<file path="config.mk">
export PLATFORM = sky130hd
export DESIGN_NAME = uart_tx_scheduler
export DESIGN_NICKNAME = d
export VERILOG_FILES = /design/src/rtl/uart_pkg.sv /design/src/rtl/uart_rr_arbiter.sv /design/src/rtl/uart_tx_scheduler.sv
export SDC_FILE = /design/constraint.sdc
export NUM_CORES = 1
export LEC_CHECK = 0
export BUFFER_PORTS_ARGS = -buffer_cell sky130_fd_sc_hd__buf_4
export CAP_MARGIN = 30
export CORE_MARGIN = 2
export CORE_UTILIZATION = 45
export CTS_BUF_LIST = sky130_fd_sc_hd__clkbuf_16
export DETAILED_ROUTE_END_ITERATION = 10
export PLACE_DENSITY = 0.87
export SLEW_MARGIN = 0
export SYNTH_ARGS = -nofsm -noshare
export SYNTH_HDL_FRONTEND = slang
export SYNTH_SLANG_ARGS = --single-unit
</file>
<file path="constraint.sdc">
create_clock -name clk -period 2.4 [get_ports clk]
set_clock_uncertainty 0.1 [all_clocks]
set_input_delay 0.12 -clock clk [delete_from_list [all_inputs] [get_ports clk]]
set_output_delay 0.12 -clock clk [all_outputs]
set_load 0.03 [all_outputs]
</file>
<file path="src/rtl/uart_pkg.sv">
// -----------------------------------------------------------------------------
// uart_pkg
//  Shared types and line levels for the UART transmit scheduler.
//  Contents:
//   uart_tx_state_t  transmitter FSM state (IDLE, SYNC, START, DATA, STOP)
//   UART_IDLE_LVL    line level when idle and during stop bits
//   UART_START_LVL   line level of the start bit
// -----------------------------------------------------------------------------
package uart_pkg;

   typedef enum logic [2:0] {
      IDLE  = 3'd0,
      SYNC  = 3'd1,
      START = 3'd2,
      DATA  = 3'd3,
      STOP  = 3'd4
   } uart_tx_state_t;

   localparam logic UART_IDLE_LVL  = 1'b1;
   localparam logic UART_START_LVL = 1'b0;

endpackage

</file>
<file path="src/rtl/uart_rr_arbiter.sv">
// -----------------------------------------------------------------------------
// uart_rr_arbiter
//  Combinational round-robin pick. Searches from the requester just after
//  last_grant, wrapping modulo NUM_REQ, and returns the first one requesting.
//  The last-grant pointer register lives in the parent.
//  Ports:
//   req        in   NUM_REQ          request vector
//   enable     in   1                allow a grant this cycle
//   last_grant in   $clog2(NUM_REQ)  index granted most recently
//   grant      out  NUM_REQ          one-hot grant (all zero if none)
//   grant_idx  out  $clog2(NUM_REQ)  index of the granted requester
// -----------------------------------------------------------------------------
module uart_rr_arbiter
   import uart_pkg::*;
#(
   parameter int NUM_REQ = 4
) (
   input  logic [NUM_REQ-1:0]         req,
   input  logic                       enable,
   input  logic [$clog2(NUM_REQ)-1:0] last_grant,
   output logic [NUM_REQ-1:0]         grant,
   output logic [$clog2(NUM_REQ)-1:0] grant_idx
);

   localparam int IDX_W = $clog2(NUM_REQ);

   always_comb begin
      int               idx;
      logic [IDX_W-1:0] k;
      logic             found;
      grant     = '0;
      grant_idx = '0;
      found     = 1'b0;
      idx       = 0;
      k         = '0;
      // Distance 1 first so the previous winner has the lowest priority.
      for (int o = 1; o <= NUM_REQ; o++) begin
         idx = (int'(last_grant) + o) % NUM_REQ;
         k   = IDX_W'(idx);
         if (enable && !found && req[k]) begin
            found     = 1'b1;
            grant_idx = k;
         end
      end
      if (found) grant[grant_idx] = 1'b1;
   end

endmodule

</file>
<file path="src/rtl/uart_tx_scheduler.sv">
// -----------------------------------------------------------------------------
// uart_tx_scheduler
//  Shares one UART TX line among NUM_REQ byte sources. A round-robin arbiter
//  picks a source in IDLE, then the byte is sent as a start bit, DATA_BITS
//  data bits (LSB first) and STOP_BITS stop bits. Bit timing comes from the
//  rising edges of the baud square wave; every line change happens on the clk
//  cycle after a detected baud edge. All outputs are registered.
//  Ports:
//   clk, reset_n   clock, async active-low reset
//   i_Tx_BaudClk   baud square wave, one period per bit, synchronous to clk
//   i_Req_Valid    per-requester valid
//   i_Req_Data     requester k data at [k*DATA_BITS +: DATA_BITS]
//   o_Req_Ready    one-hot accept pulse (transfer = valid & ready)
//   o_Grant_Id     index of requester being sent
//   o_Tx_Busy      high from grant until the frame completes
//   o_Tx_Serial    UART line, idle high
//   o_Frame_Done   1-cycle pulse at the end of the last stop bit
// -----------------------------------------------------------------------------
module uart_tx_scheduler
   import uart_pkg::*;
#(
   parameter int NUM_REQ   = 4,
   parameter int DATA_BITS = 8,
   parameter int STOP_BITS = 1
) (
   input  logic                           clk,
   input  logic                           reset_n,
   input  logic                           i_Tx_BaudClk,
   input  logic [NUM_REQ-1:0]             i_Req_Valid,
   input  logic [NUM_REQ*DATA_BITS-1:0]   i_Req_Data,
   output logic [NUM_REQ-1:0]             o_Req_Ready,
   output logic [$clog2(NUM_REQ)-1:0]     o_Grant_Id,
   output logic                           o_Tx_Busy,
   output logic                           o_Tx_Serial,
   output logic                           o_Frame_Done
);

   localparam int IDX_W = $clog2(NUM_REQ);
   localparam int CNT_W = (DATA_BITS > 1) ? $clog2(DATA_BITS) : 1;

   uart_tx_state_t                         state, state_nxt;
   logic                                   baud_q, baud_edge;
   logic [IDX_W-1:0]                       last_grant, last_d;
   logic [NUM_REQ-1:0]                     arb_grant;
   logic [IDX_W-1:0]                       arb_idx;
   logic [NUM_REQ-1:0][DATA_BITS-1:0]      req_data;
   logic [DATA_BITS-1:0]                   shreg, shreg_d;
   logic [CNT_W-1:0]                       bit_cnt, bit_cnt_d;
   logic                                   stop_cnt, stop_cnt_d;
   logic                                   serial_d, busy_d, done_d;
   logic [NUM_REQ-1:0]                     ready_d;
   logic [IDX_W-1:0]                       gid_d;
   logic                                   last_bit, last_stop;

   assign req_data  = i_Req_Data;
   assign baud_edge = i_Tx_BaudClk & ~baud_q;
   assign last_bit  = (bit_cnt == CNT_W'(DATA_BITS-1));
   assign last_stop = (stop_cnt == 1'(STOP_BITS-1));

   uart_rr_arbiter #(.NUM_REQ(NUM_REQ)) u_arb (
      .req        (i_Req_Valid),
      .enable     (state == IDLE),
      .last_grant (last_grant),
      .grant      (arb_grant),
      .grant_idx  (arb_idx)
   );

   // State register
   always_ff @(posedge clk or negedge reset_n) begin
      if (!reset_n) state <= IDLE;
      else          state <= state_nxt;
   end

   // Next state. A baud edge seen in IDLE (the grant cycle) is ignored, so the
   // start bit always waits for a fresh edge and lasts a full period.
   always_comb begin
      state_nxt = state;
      case (state)
         IDLE:  if (|arb_grant)             state_nxt = SYNC;
         SYNC:  if (baud_edge)              state_nxt = START;
         START: if (baud_edge)              state_nxt = DATA;
         DATA:  if (baud_edge && last_bit)  state_nxt = STOP;
         STOP:  if (baud_edge && last_stop) state_nxt = IDLE;
         default:                           state_nxt = IDLE;
      endcase
   end

   // Next values of the datapath and output registers
   always_comb begin
      serial_d   = o_Tx_Serial;
      ready_d    = '0;
      gid_d      = o_Grant_Id;
      busy_d     = o_Tx_Busy;
      done_d     = 1'b0;
      shreg_d    = shreg;
      bit_cnt_d  = bit_cnt;
      stop_cnt_d = stop_cnt;
      last_d     = last_grant;
      case (state)
         IDLE: begin
            if (|arb_grant) begin
               ready_d = arb_grant;
               gid_d   = arb_idx;
               busy_d  = 1'b1;
               last_d  = arb_idx;
               shreg_d = req_data[arb_idx];
            end
         end
         SYNC: begin
            if (baud_edge) serial_d = UART_START_LVL;
         end
         START: begin
            if (baud_edge) begin
               serial_d  = shreg[0];
               shreg_d   = shreg >> 1;
               bit_cnt_d = '0;
            end
         end
         DATA: begin
            if (baud_edge) begin
               if (last_bit) begin
                  serial_d   = UART_IDLE_LVL;
                  stop_cnt_d = 1'b0;
               end else begin
                  // shreg[0] already holds data[bit_cnt+1]
                  serial_d  = shreg[0];
                  shreg_d   = shreg >> 1;
                  bit_cnt_d = bit_cnt + CNT_W'(1);
               end
            end
         end
         STOP: begin
            if (baud_edge) begin
               if (last_stop) begin
                  done_d = 1'b1;
                  busy_d = 1'b0;
               end else begin
                  stop_cnt_d = stop_cnt + 1'b1;
               end
            end
         end
         default: ;
      endcase
   end

   always_ff @(posedge clk or negedge reset_n) begin
      if (!reset_n) begin
         baud_q       <= 1'b0;
         o_Tx_Serial  <= UART_IDLE_LVL;
         o_Req_Ready  <= '0;
         o_Grant_Id   <= '0;
         o_Tx_Busy    <= 1'b0;
         o_Frame_Done <= 1'b0;
         shreg        <= '0;
         bit_cnt      <= '0;
         stop_cnt     <= 1'b0;
         last_grant   <= IDX_W'(NUM_REQ-1);
      end else begin
         baud_q       <= i_Tx_BaudClk;
         o_Tx_Serial  <= serial_d;
         o_Req_Ready  <= ready_d;
         o_Grant_Id   <= gid_d;
         o_Tx_Busy    <= busy_d;
         o_Frame_Done <= done_d;
         shreg        <= shreg_d;
         bit_cnt      <= bit_cnt_d;
         stop_cnt     <= stop_cnt_d;
         last_grant   <= last_d;
      end
   end

endmodule

</file>
==> results.cfg <==
[floorplanning]
initial_core_util_pct = 48.1
die_y_um = 61.8
dieArea_sq_um = 3820
ioPinCount = 48
num_rows = 20
coreArea_sq_um = 3130
die_w_um = 61.8

[cells_and_area]
area_growth_pct = 36.4
regArea_sq_um = 654
antenna_cells = 0
fin_area_sq_um = 2050
multi_input_area_sq_um = 798
drive_above_1_share_pct = 40.6
fin_util_pct = 65.6
nNetsFinal = 239
fillCellCount = 230

[routing]
vias_per_cell = 5.87
drc = 0
first_pass_iters = 4
post_drt_wl_per_cell_um = 17.6
vias = 1415
wirelength_um = 4240
drt_iter0_drc = 100
ant_nets = 0

[critical_path]
cp_num_cells = 5
crit_start = last_grant[1]$_DFFE_PN1P_
worstReg2RegEnd = shreg[6]$_DFFE_PN0P_
critPathKind = flop to flop
cpPeakStageDelay_ns = 0.55
endpoint_kind = flop
reg2regPathDepth = 5
crit_path_max_fanout = 8
required_ns = 2.44
crit_path_end = shreg[6]$_DFFE_PN0P_
crit_family = multiplexers
startpoint_type = flop
rrSetupSlack_ns = 0.06
reg2reg_from = last_grant[1]$_DFFE_PN1P_
crit_slowest_cell = dfstp_2
path_buf_inv = 0
cp_data_arrival_time_ns = 2.38
crit_chain = mux2_4 -> a21oi_4 -> and2_4 -> mux4_2 -> a221o_1

[yosys]
avgSynthCellArea_sq_um = 10.6
ys_seq_elements = 26
yosysMostFrequentCell = dfrtp_1
synth.area.top_cells = dfrtp_1 (38%), mux4_2 (10%), dfstp_2 (5.2%), a221o_1 (4.7%), nand2_1 (4.5%)
synthTopCellsByCount = dfrtp_1 (23), nand2_1 (18), nor2_1 (17)
synth_edf_count = 0
synth_cell_types = 39
yosysTopAreaCell = dfrtp_1
synth_warnings = 0
ys.flop_type = dfrtp_1
async_flop_share_pct = 100
yosysSeqAreaShare_pct = 43.5
synth_area_sq_um = 1510
netlist_instances = 142
synth_top_area_share_pct = 38.2
syn_nets = 183

[placed_design]
finalWeightedCongestion = 0.840
port_buffers = 47
pre_cts_slack_ns = 0.0601
place_area_sq_um = 1930
dp_hpwl_um = 3220

[power]
internal_power_mw = 1.19
leakagePower_nw = 0.955
power_frac_clock_pct = 20.7
switching_share_pct = 34.3
p_comb_share_pct = 41.8
ir_drop_mv = 0.462
p_sw_uw = 623
power.density_nw_per_um2 = 885
seq_power_share_pct = 37.6

[timing]
fin_ws_ns = 0.0617
maxSlewHeadroom_pct = 74.7
hold_violations = 0
setup_tns_ns = 0
holdWs_ns = 0.149
tightest_slew_ns = 0.377
period_minus_slack_ns = 2.34
fmax_mhz = 428
setup_viol = 0
fin_crit_sh_pct = 97.4
slew_violations = 0

[clocking]
cts_tree = built
clkTransAtPathRegs_ns = 0.07
cts-root-buf = clkbuf_16
clk_latency_ns = 0.26
cts.htree.levels = 1
clock_sink_count = 26
cts_buffers = 3
clock_path_buffers = 2

[grt]
grt_usage_pct = 24.1
grt_start_max_net_pins = 27
antenna_found_initial = 0
grt_first_pass_wirelength_um = 6640
grt_pass1_vias = 1460
overflow = 0

[min_path]
hp-class = input pin to flop

[status]
status = complete, no violations

[flow_run]
drv_cap = 0
worst min-delay path: cells and delay by family:
family / cells / cell delay (ns)
compound gates: 2 / 0.28
buf+inv: 1 / 0.08
flip-flops by register name, indices dropped and copies added, names as in the netlist:
signal	flops
baud_q	1
bit_cnt	3
last_grant	2
o_Frame_Done	1
o_Grant_Id	2
o_Req_Ready	4
o_Tx_Busy	1
o_Tx_Serial	1
shreg	8
state	3
placed cells by master (no fill, tap or decap), types with 2 or more instances in the layout:
cell	n
a211oi_1	4
a21o_1	3
a21oi_1	5
a221o_1	7
a22o_1	7
and2_1	2
buf_4	56
clkbuf_16	3
dfrtp_1	23
dfstp_2	3
dlygate4sd3_1	2
ha_1	2
inv_1	5
mux4_2	7
nand2_1	18
nand2b_1	3
nor2_1	17
nor2b_1	2
nor3_1	3
nor3b_2	2
o21ai_0	3
o31ai_1	2
metal layers:
layer / track usage, % / routed length (um) / up-vias / share of wire, %
li1: - / - / 644 / -
met1: 30.0 / 1560 / 698 / 37
met2: 41.8 / 2350 / 58 / 55
met3: 2.28 / 193 / 15 / 4.5
met4: 12.2 / 136 / 0 / 3.2
met5: 0 / 0 / - / 0
power groups by stage:
stage / clock, mW / sequential (mW) / combinational [mW]
after detailed placement: 0 / 0.688 / 0.736
final: 0.376 / 0.683 / 0.759
after CTS: 0.382 / 0.682 / 0.744
after global placement: 0 / 0.676 / 0.699
after global routing: 0.402 / 0.698 / 0.829
after floorplan: 0 / 0.720 / 0.501
per-stage QoR:
stage / std cells / power, mW
floorplan: 142 / 1.22
global placement: 233 / 1.37
detailed placement: 233 / 1.42
CTS: 239 / 1.81
global route: 241 / 1.93
finish: 241 / 1.82
area by class of cell:
class	count	share of cell area [%]
clock buffers	3	3.66
clock inverters	1	0.183
inverters	4	0.731
multi-input cells	104	38.9
flip-flops and latches	26	31.9
well taps	44	2.68
repair buffers	59	22.0
how the worst min path moves through the flow:
stage / to / depth (start not counted) / from
floorplan: baud_q$_DFF_PN0_ / 0 / reset_n
global route: shreg[7]$_DFFE_PN0P_ / 3 / i_Req_Data[7]
CTS: shreg[7]$_DFFE_PN0P_ / 3 / i_Req_Data[7]
global placement: o_Grant_Id[0]$_DFFE_PN0P_ / 1 / reset_n
detailed placement: o_Tx_Busy$_DFFE_PN0P_ / 1 / reset_n
finish: shreg[7]$_DFFE_PN0P_ / 3 / i_Req_Data[7]
logic make-up after synthesis:
group	Yosys count	share of synthesized area [%]
flip-flops	26	43.5
buffers and inverters	12	4.41
adder cells (fa/ha/maj)	2	1.66
AND/OR/NAND/NOR	53	17.6
XOR/XNOR	1	0.582
multiplexers	8	11.5
AO/OA/AOI/OAI	40	20.8
timing repair:
action                     4_1_cts  5_1_grt
hold endpoints to repair        27        0
gates resized for setup          0        2
setup endpoints to repair        0        7
setup buffers                    0        2
hold buffers                     2        0
Note: power is estimated with default switching activity, not from simulation.
